$ cat src/rtl/uart_rx_if.sv
// Byte-side port bundle of the UART receiver: single-entry valid/ready output plus sticky status.
interface uart_rx_if;
  logic [7:0] dout;
  logic       rx_valid;
  logic       rx_ready;
  logic       frame_err;
  logic       overrun;

  // Handshake: dout transfers on a rising clk edge where rx_valid && rx_ready; once raised,
  // rx_valid holds and dout stays stable until that transfer (an overrun may replace dout).
  modport master (output dout, output rx_valid, output frame_err, output overrun, input rx_ready);
  modport slave  (input dout, input rx_valid, input frame_err, input overrun, output rx_ready);
endinterface

$ cat src/rtl/uart_rx.sv
// 8N1 UART receiver: synchronizes rx_p, times bit centres from the start-bit falling edge,
// and presents each byte through a single-entry valid/ready register with sticky error flags.
module uart_rx #(
  parameter int CLK_FRE   = 50,
  parameter int BAUD_RATE = 115200
) (
  input  logic       clk,
  input  logic       rst,
  input  logic       rx_p,
  uart_rx_if.master  bus,
  output logic [1:0] dbg_state
);
  localparam int CYCLE = CLK_FRE * 1_000_000 / BAUD_RATE;
  localparam int HALF  = CYCLE / 2;
  localparam int CW    = $clog2(CYCLE) + 1;
  localparam logic [CW-1:0] HALF_LAST = CW'(HALF - 1);
  localparam logic [CW-1:0] CYC_LAST  = CW'(CYCLE - 1);

  typedef enum logic [1:0] {
    IDLE  = 2'd0,
    START = 2'd1,
    DATA  = 2'd2,
    STOP  = 2'd3
  } state_t;

  state_t          state, state_n;
  logic            rx_m, rx_s, rx_d;
  logic [CW-1:0]   cnt;
  logic [2:0]      bit_idx;
  logic [7:0]      shift;
  logic            data_smp, stop_smp;
  logic            fall;
  logic [7:0]      dout_q;
  logic            valid_q, ferr_q, ovr_q;

  assign fall      = rx_d & ~rx_s;
  assign dbg_state = state;

  always_ff @(posedge clk or posedge rst) begin
    if (rst) begin
      rx_m <= 1'b1;
      rx_s <= 1'b1;
      rx_d <= 1'b1;
    end else begin
      rx_m <= rx_p;
      rx_s <= rx_m;
      rx_d <= rx_s;
    end
  end

  always_ff @(posedge clk or posedge rst) begin
    if (rst) state <= IDLE;
    else     state <= state_n;
  end

  always_comb begin
    state_n  = state;
    data_smp = 1'b0;
    stop_smp = 1'b0;
    case (state)
      IDLE:  if (fall) state_n = START;
      // A start bit that is high again at its centre was only a glitch.
      START: if (cnt == HALF_LAST) state_n = rx_s ? IDLE : DATA;
      DATA: begin
        if (cnt == CYC_LAST) begin
          data_smp = 1'b1;
          if (bit_idx == 3'd7) state_n = STOP;
        end
      end
      STOP: begin
        if (cnt == CYC_LAST) begin
          stop_smp = 1'b1;
          state_n  = IDLE;
        end
      end
      default: state_n = IDLE;
    endcase
  end

  always_ff @(posedge clk or posedge rst) begin
    if (rst) begin
      cnt     <= '0;
      bit_idx <= 3'd0;
      shift   <= 8'h00;
    end else begin
      if (state_n != state || data_smp) cnt <= '0;
      else if (state != IDLE)           cnt <= cnt + CW'(1);
      if (state == START && state_n == DATA) bit_idx <= 3'd0;
      else if (data_smp)                     bit_idx <= bit_idx + 3'd1;
      if (data_smp) shift <= {rx_s, shift[7:1]};
    end
  end

  // Later assignments win: a completing byte overrides a same-cycle accept.
  always_ff @(posedge clk or posedge rst) begin
    if (rst) begin
      dout_q  <= 8'h00;
      valid_q <= 1'b0;
      ferr_q  <= 1'b0;
      ovr_q   <= 1'b0;
    end else begin
      if (valid_q && bus.rx_ready) begin
        valid_q <= 1'b0;
        ovr_q   <= 1'b0;
      end
      if (stop_smp && rx_s) begin
        dout_q  <= shift;
        valid_q <= 1'b1;
        ferr_q  <= 1'b0;
        if (valid_q && !bus.rx_ready) ovr_q <= 1'b1;
      end
      if (stop_smp && !rx_s) ferr_q <= 1'b1;
    end
  end

  assign bus.dout      = dout_q;
  assign bus.rx_valid  = valid_q;
  assign bus.frame_err = ferr_q;
  assign bus.overrun   = ovr_q;
endmodule

$ cat src/flat_wrapper.sv
// flat-port wrapper written by rule: the top's interface ports become plain ports
module uart_rx_flat 
#(
  parameter int CLK_FRE   = 50,
  parameter int BAUD_RATE = 115200
)
  (clk, rst, rx_p, dbg_state, bus_dout, bus_rx_valid, bus_frame_err, bus_overrun, bus_rx_ready);
  uart_rx_if bus_i ();
  input  logic clk;
  input  logic rst;
  input  logic rx_p;
  output logic [1:0] dbg_state;
  output wire logic [$bits(bus_i.dout)-1:0] bus_dout;
  output wire logic [$bits(bus_i.rx_valid)-1:0] bus_rx_valid;
  output wire logic [$bits(bus_i.frame_err)-1:0] bus_frame_err;
  output wire logic [$bits(bus_i.overrun)-1:0] bus_overrun;
  input wire logic [$bits(bus_i.rx_ready)-1:0] bus_rx_ready;
  assign bus_dout = bus_i.dout;
  assign bus_rx_valid = bus_i.rx_valid;
  assign bus_frame_err = bus_i.frame_err;
  assign bus_overrun = bus_i.overrun;
  assign bus_i.rx_ready = bus_rx_ready;
  uart_rx #(.CLK_FRE(CLK_FRE), .BAUD_RATE(BAUD_RATE)) u_core (.clk(clk), .rst(rst), .rx_p(rx_p), .bus(bus_i), .dbg_state(dbg_state));
endmodule
$ cat config.mk
export PLATFORM = sky130hd
export DESIGN_NAME = uart_rx_flat
export DESIGN_NICKNAME = d
export VERILOG_FILES = /design/src/rtl/uart_rx_if.sv /design/src/rtl/uart_rx.sv /design/src/flat_wrapper.sv
export SDC_FILE = /design/constraint.sdc
export NUM_CORES = 1
export LEC_CHECK = 0
export ABC_AREA = 1
export BUFFER_PORTS_ARGS = -buffer_cell sky130_fd_sc_hd__buf_4
export CAP_MARGIN = 20
export CORE_AREA = 2 2 75 48
export CTS_BUF_LIST = sky130_fd_sc_hd__clkbuf_16
export DETAILED_ROUTE_END_ITERATION = 16
export DIE_AREA = 0 0 77 50
export GPL_TIMING_DRIVEN = 1
export HOLD_SLACK_MARGIN = 0.1
export PLACE_DENSITY_LB_ADDON = 0.05
export REMOVE_ABC_BUFFERS = 1
export SYNTH_ARGS = -nofsm -noshare
export SYNTH_HDL_FRONTEND = slang
export SYNTH_SLANG_ARGS = --single-unit
$ cat constraint.sdc
create_clock -name clk -period 2.1 [get_ports clk]
set_clock_uncertainty 0.2 [all_clocks]
set_input_delay 0.21 -clock clk [delete_from_list [all_inputs] [get_ports clk]]
set_output_delay 0.21 -clock clk [all_outputs]
set_load 0.1 [all_outputs]
==> flow_metrics.py <==
metrics = {
    "final_layout": {
        "multi_input_area_um2": 694,
        "fillCellCount": 256,
        "fin_util_pct": 67.3,
        "fin_nets": 223,
        "drive_gt1_share_pct": 24.7,
        "diodes": 0,
        "area_growth_pct": 21.6,
        "regArea_um2": 930,
    },
    "clocking": {
        "cts_buffer_depth": 2,
        "clock-sinks": 37,
        "cts_tree": "built",
        "numCtsBuffers": 5,
        "cts-root-buf": "clkbuf_16",
        "h-tree-depth": 2,
        "insertion_delay_ns": 0.27,
        "clkSlewWorstSetupHoldPaths_ns": 0.05,
        "postCtsResizedCells": 0,
    },
    "setup_path": {
        "crit_type": "flip-flop to flip-flop",
        "cp-start-kind": "flip-flop",
        "worst_ep_required_time_ns": 2.05,
        "cpPeakStageDelay_ns": 0.40,
        "rrSetupSlack_ns": 0.21,
        "path_cells": "inv_1 > ha_1 > nand2_1 > nor2_4 > nand2_1 > buf_4 > nand2_1 > o21ai_0",
        "crit_buf_inv": 2,
        "arrival_ns": 1.84,
        "crit_path_end_kind": "flip-flop",
        "cpLargestDelayFamily": "simple AND/OR/NAND/NOR gates",
        "worstPathMaxFanout": 12,
        "slowest_stage": "dfrtp_1",
        "crit_path_frequent_cell": "nand2_1",
    },
    "power_and_ir_drop": {
        "internal-power_mw": 1.38,
        "p_seq_share_pct": 44.7,
        "switching_power_mw": 0.558,
        "power.density_nw_per_um2": 910,
        "power.leakage_nw": 1.01,
        "vdd_drop_max_v": 0.000569,
        "clock_power_share_pct": 35.1,
        "swShare_pct": 28.8,
        "pwr-share-comb_pct": 20.2,
    },
    "routing": {
        "drt_iter0_markers": 132,
        "ant_nets": 0,
        "dr.pass1.iters": 4,
        "avgViaCountPerCell": 4.98,
        "vias": 1294,
        "wirelength_um": 3380,
        "drc": 0,
        "routedWlPerCell_um": 13.0,
    },
    "synth": {
        "synth-simple-area-share_pct": 21.4,
        "synthTopCellsByArea": "dfrtp_1, nand2_1, inv_1",
        "synth_top_area_share_pct": 48.6,
        "synth-compound-area-share_pct": 10.1,
        "synth-xor-area-share_pct": 4.50,
        "synth_flop_cell": "dfrtp_1",
        "synthMuxAreaShare_pct": 0,
        "synth_top_family_by_area": "simple AND/OR/NAND/NOR gates",
        "synth_area_per_cell_um2": 9.47,
        "synth_area_um2": 1750,
        "ys_async_sr_fraction_pct": 100,
        "synth_adder_area_share_pct": 3.57,
        "ys_ff_latch": 37,
        "synth_cells": 185,
        "synth_edf_count": 0,
        "ys_seq_area_share_pct": 53.1,
        "yosys_warnings": 0,
        "yosysTopAreaCell": "dfrtp_1",
        "synth.distinct_cells": 28,
    },
    "die": {
        "ios": 17,
        "die_h_um": 50,
        "die_area_um2": 3850,
        "initial_core_util_pct": 55.4,
        "dieWidth_um": 77,
        "row_count": 16,
        "core_area_um2": 3160,
    },
    "min_path": {
        "min-delay-path-class": "flip-flop to flip-flop",
    },
    "sta": {
        "setup_viol": 0,
        "tightestPinTransition_ns": 0.463,
        "slew_headroom_pct": 69.1,
        "slew_violations": 0,
        "fmax_mhz": 529,
        "rsz0062_at_grt": "false",
        "finalHoldViolCount": 0,
        "totalNegativeSetupSlack_ns": 0,
        "min_period_ns": 1.89,
        "layout_worst_path_cycle_share_pct": 90.1,
    },
    "job": {
        "drv_cap": 0,
    },
    "global_routing": {
        "grt_util_all_layers_pct": 20.0,
        "grt_pass1_wl_um": 5790,
        "grt_max_degree": 38,
        "grt-ovfl-total": 0,
        "grt_pass1_vias": 1254,
        "antenna_found_initial": 0,
    },
    "run_status": {
        "status": "finished clean",
    },
    "place": {
        "place_hpwl_um": 2420,
        "portBuffers": 16,
        "gp_congestion": 0.881,
    },
}
## synth_stat cells (2+ instances only)
| cell type | instances |
|---|---|
| xnor2_1 | 3 |
| nor2_1 | 22 |
| inv_2 | 3 |
| nor2_4 | 3 |
| a21oi_1 | 6 |
| nand3_2 | 2 |
| dfrtp_1 | 34 |
| ha_1 | 5 |
| nand2_1 | 31 |
| o21ai_0 | 13 |
| o21ai_2 | 7 |
| buf_4 | 2 |
| inv_1 | 22 |
| dfstp_2 | 3 |
| xor2_1 | 6 |
| nand4_1 | 2 |
| nand2_2 | 2 |
| nand3_1 | 8 |
| nand3_4 | 2 |
## power by group through the flow
| stage | Sequential, mW | Combinational, mW | Clock, mW |
|---|---|---|---|
| floorplan | 0.882 | 0.273 | 0 |
| global placement | 0.870 | 0.374 | 0 |
| detailed placement | 0.875 | 0.384 | 0 |
| CTS | 0.863 | 0.392 | 0.691 |
| global route | 0.876 | 0.453 | 0.731 |
| finish | 0.866 | 0.392 | 0.680 |
## cell type report
class / instances / area share [%]
Clock inverter: 3 / 0.529
Sequential cell: 37 / 43.7
Inverter: 26 / 4.58
Timing Repair Buffer: 26 / 10.1
Tap cell: 45 / 2.64
Multi-Input combinational cell: 118 / 32.6
Clock buffer: 5 / 5.88
## layer usage
layer | track usage [%] | vias to the layer above | routed length (um)
li1 | - | 647 | -
met1 | 29.2 | 614 | 1740
met2 | 29.5 | 28 | 1460
met3 | 4.95 | 5 | 154
met4 | 5.95 | 0 | 23
met5 | 0 | - | 0
## per-stage QoR
| step | hold slack [ns] | instances | setup WS, ns | power, mW | instance area [um2] |
|---|---|---|---|---|---|
| 3_5_place_dp | 0.120 | 248 | 0.172 | 1.26 | 1940 |
| 2_1_floorplan | 0.0145 | 181 | -0.255 | 1.15 | 1720 |
| 4_1_cts | 0.155 | 259 | 0.150 | 1.95 | 2110 |
| 3_3_place_gp | 0.119 | 248 | 0.263 | 1.24 | 1940 |
| 6_report | 0.154 | 260 | 0.208 | 1.94 | 2130 |
| 5_1_grt | 0.162 | 260 | 0.00371 | 2.06 | 2130 |
## state kept, by name (all words and copies together), names as in the netlist, named ones only
| signal | flops |
|---|---|
| u_core.dbg_state | 2 |
| u_core.bit_idx | 3 |
| u_core.bus.frame_err | 1 |
| u_core.rx_s | 1 |
| u_core.shift | 8 |
| u_core.cnt | 10 |
| u_core.bus.rx_valid | 1 |
| u_core.rx_m | 1 |
| u_core.rx_d | 1 |
| u_core.bus.dout | 8 |
## cell usage in the layout, fill, tap and decap left out
cell type / n
dlygate4sd3_1: 3
dfrtp_1: 34
a31oi_1: 1
clkinv_1: 1
a21oi_1: 6
inv_1: 25
ha_1: 5
nand3_4: 2
clkbuf_16: 5
nand2_1: 31
nor3_2: 1
nor2_4: 3
nand3_1: 8
buf_4: 22
xor2_1: 6
buf_12: 1
nor2_1: 22
o21ai_2: 7
nor2_2: 1
o21ai_0: 13
inv_2: 3
nand4_1: 2
and3_1: 1
xnor2_1: 3
nand3_2: 2
nand2_2: 2
dfstp_2: 3
o22ai_1: 1
a21oi_2: 1
## kinds of logic after synthesis
group,after synthesis
DFF,37
buffers and inverters,30
adders and majority gates,5
and+or+nand+nor,75
xor gates and xnor gates,9
AOI/OAI and AO/OA,29
## timing repair
action,CTS,global route
endpoints found under the setup margin,0,1
hold endpoints to repair,37,0
hold buffers,3,0
setup buffers,0,1
## path summary, 6_finish.rpt
| kind | start | to | cells after the start |
|---|---|---|---|
| min in group asynchronous | rst | u_core.cnt[9] | 4 |
| setup / recovery | u_core.cnt[1] | u_core.shift[4] | 8 |
| setup reg to reg | u_core.cnt[1] | u_core.shift[4] | 8 |
| hold / removal | u_core.rx_m | u_core.rx_s | 0 |
| max in group asynchronous | rst | u_core.rx_d | 4 |
| hold reg to reg | u_core.rx_m | u_core.rx_s | 0 |
No activity file was read; power rests on OpenSTA's default activity.
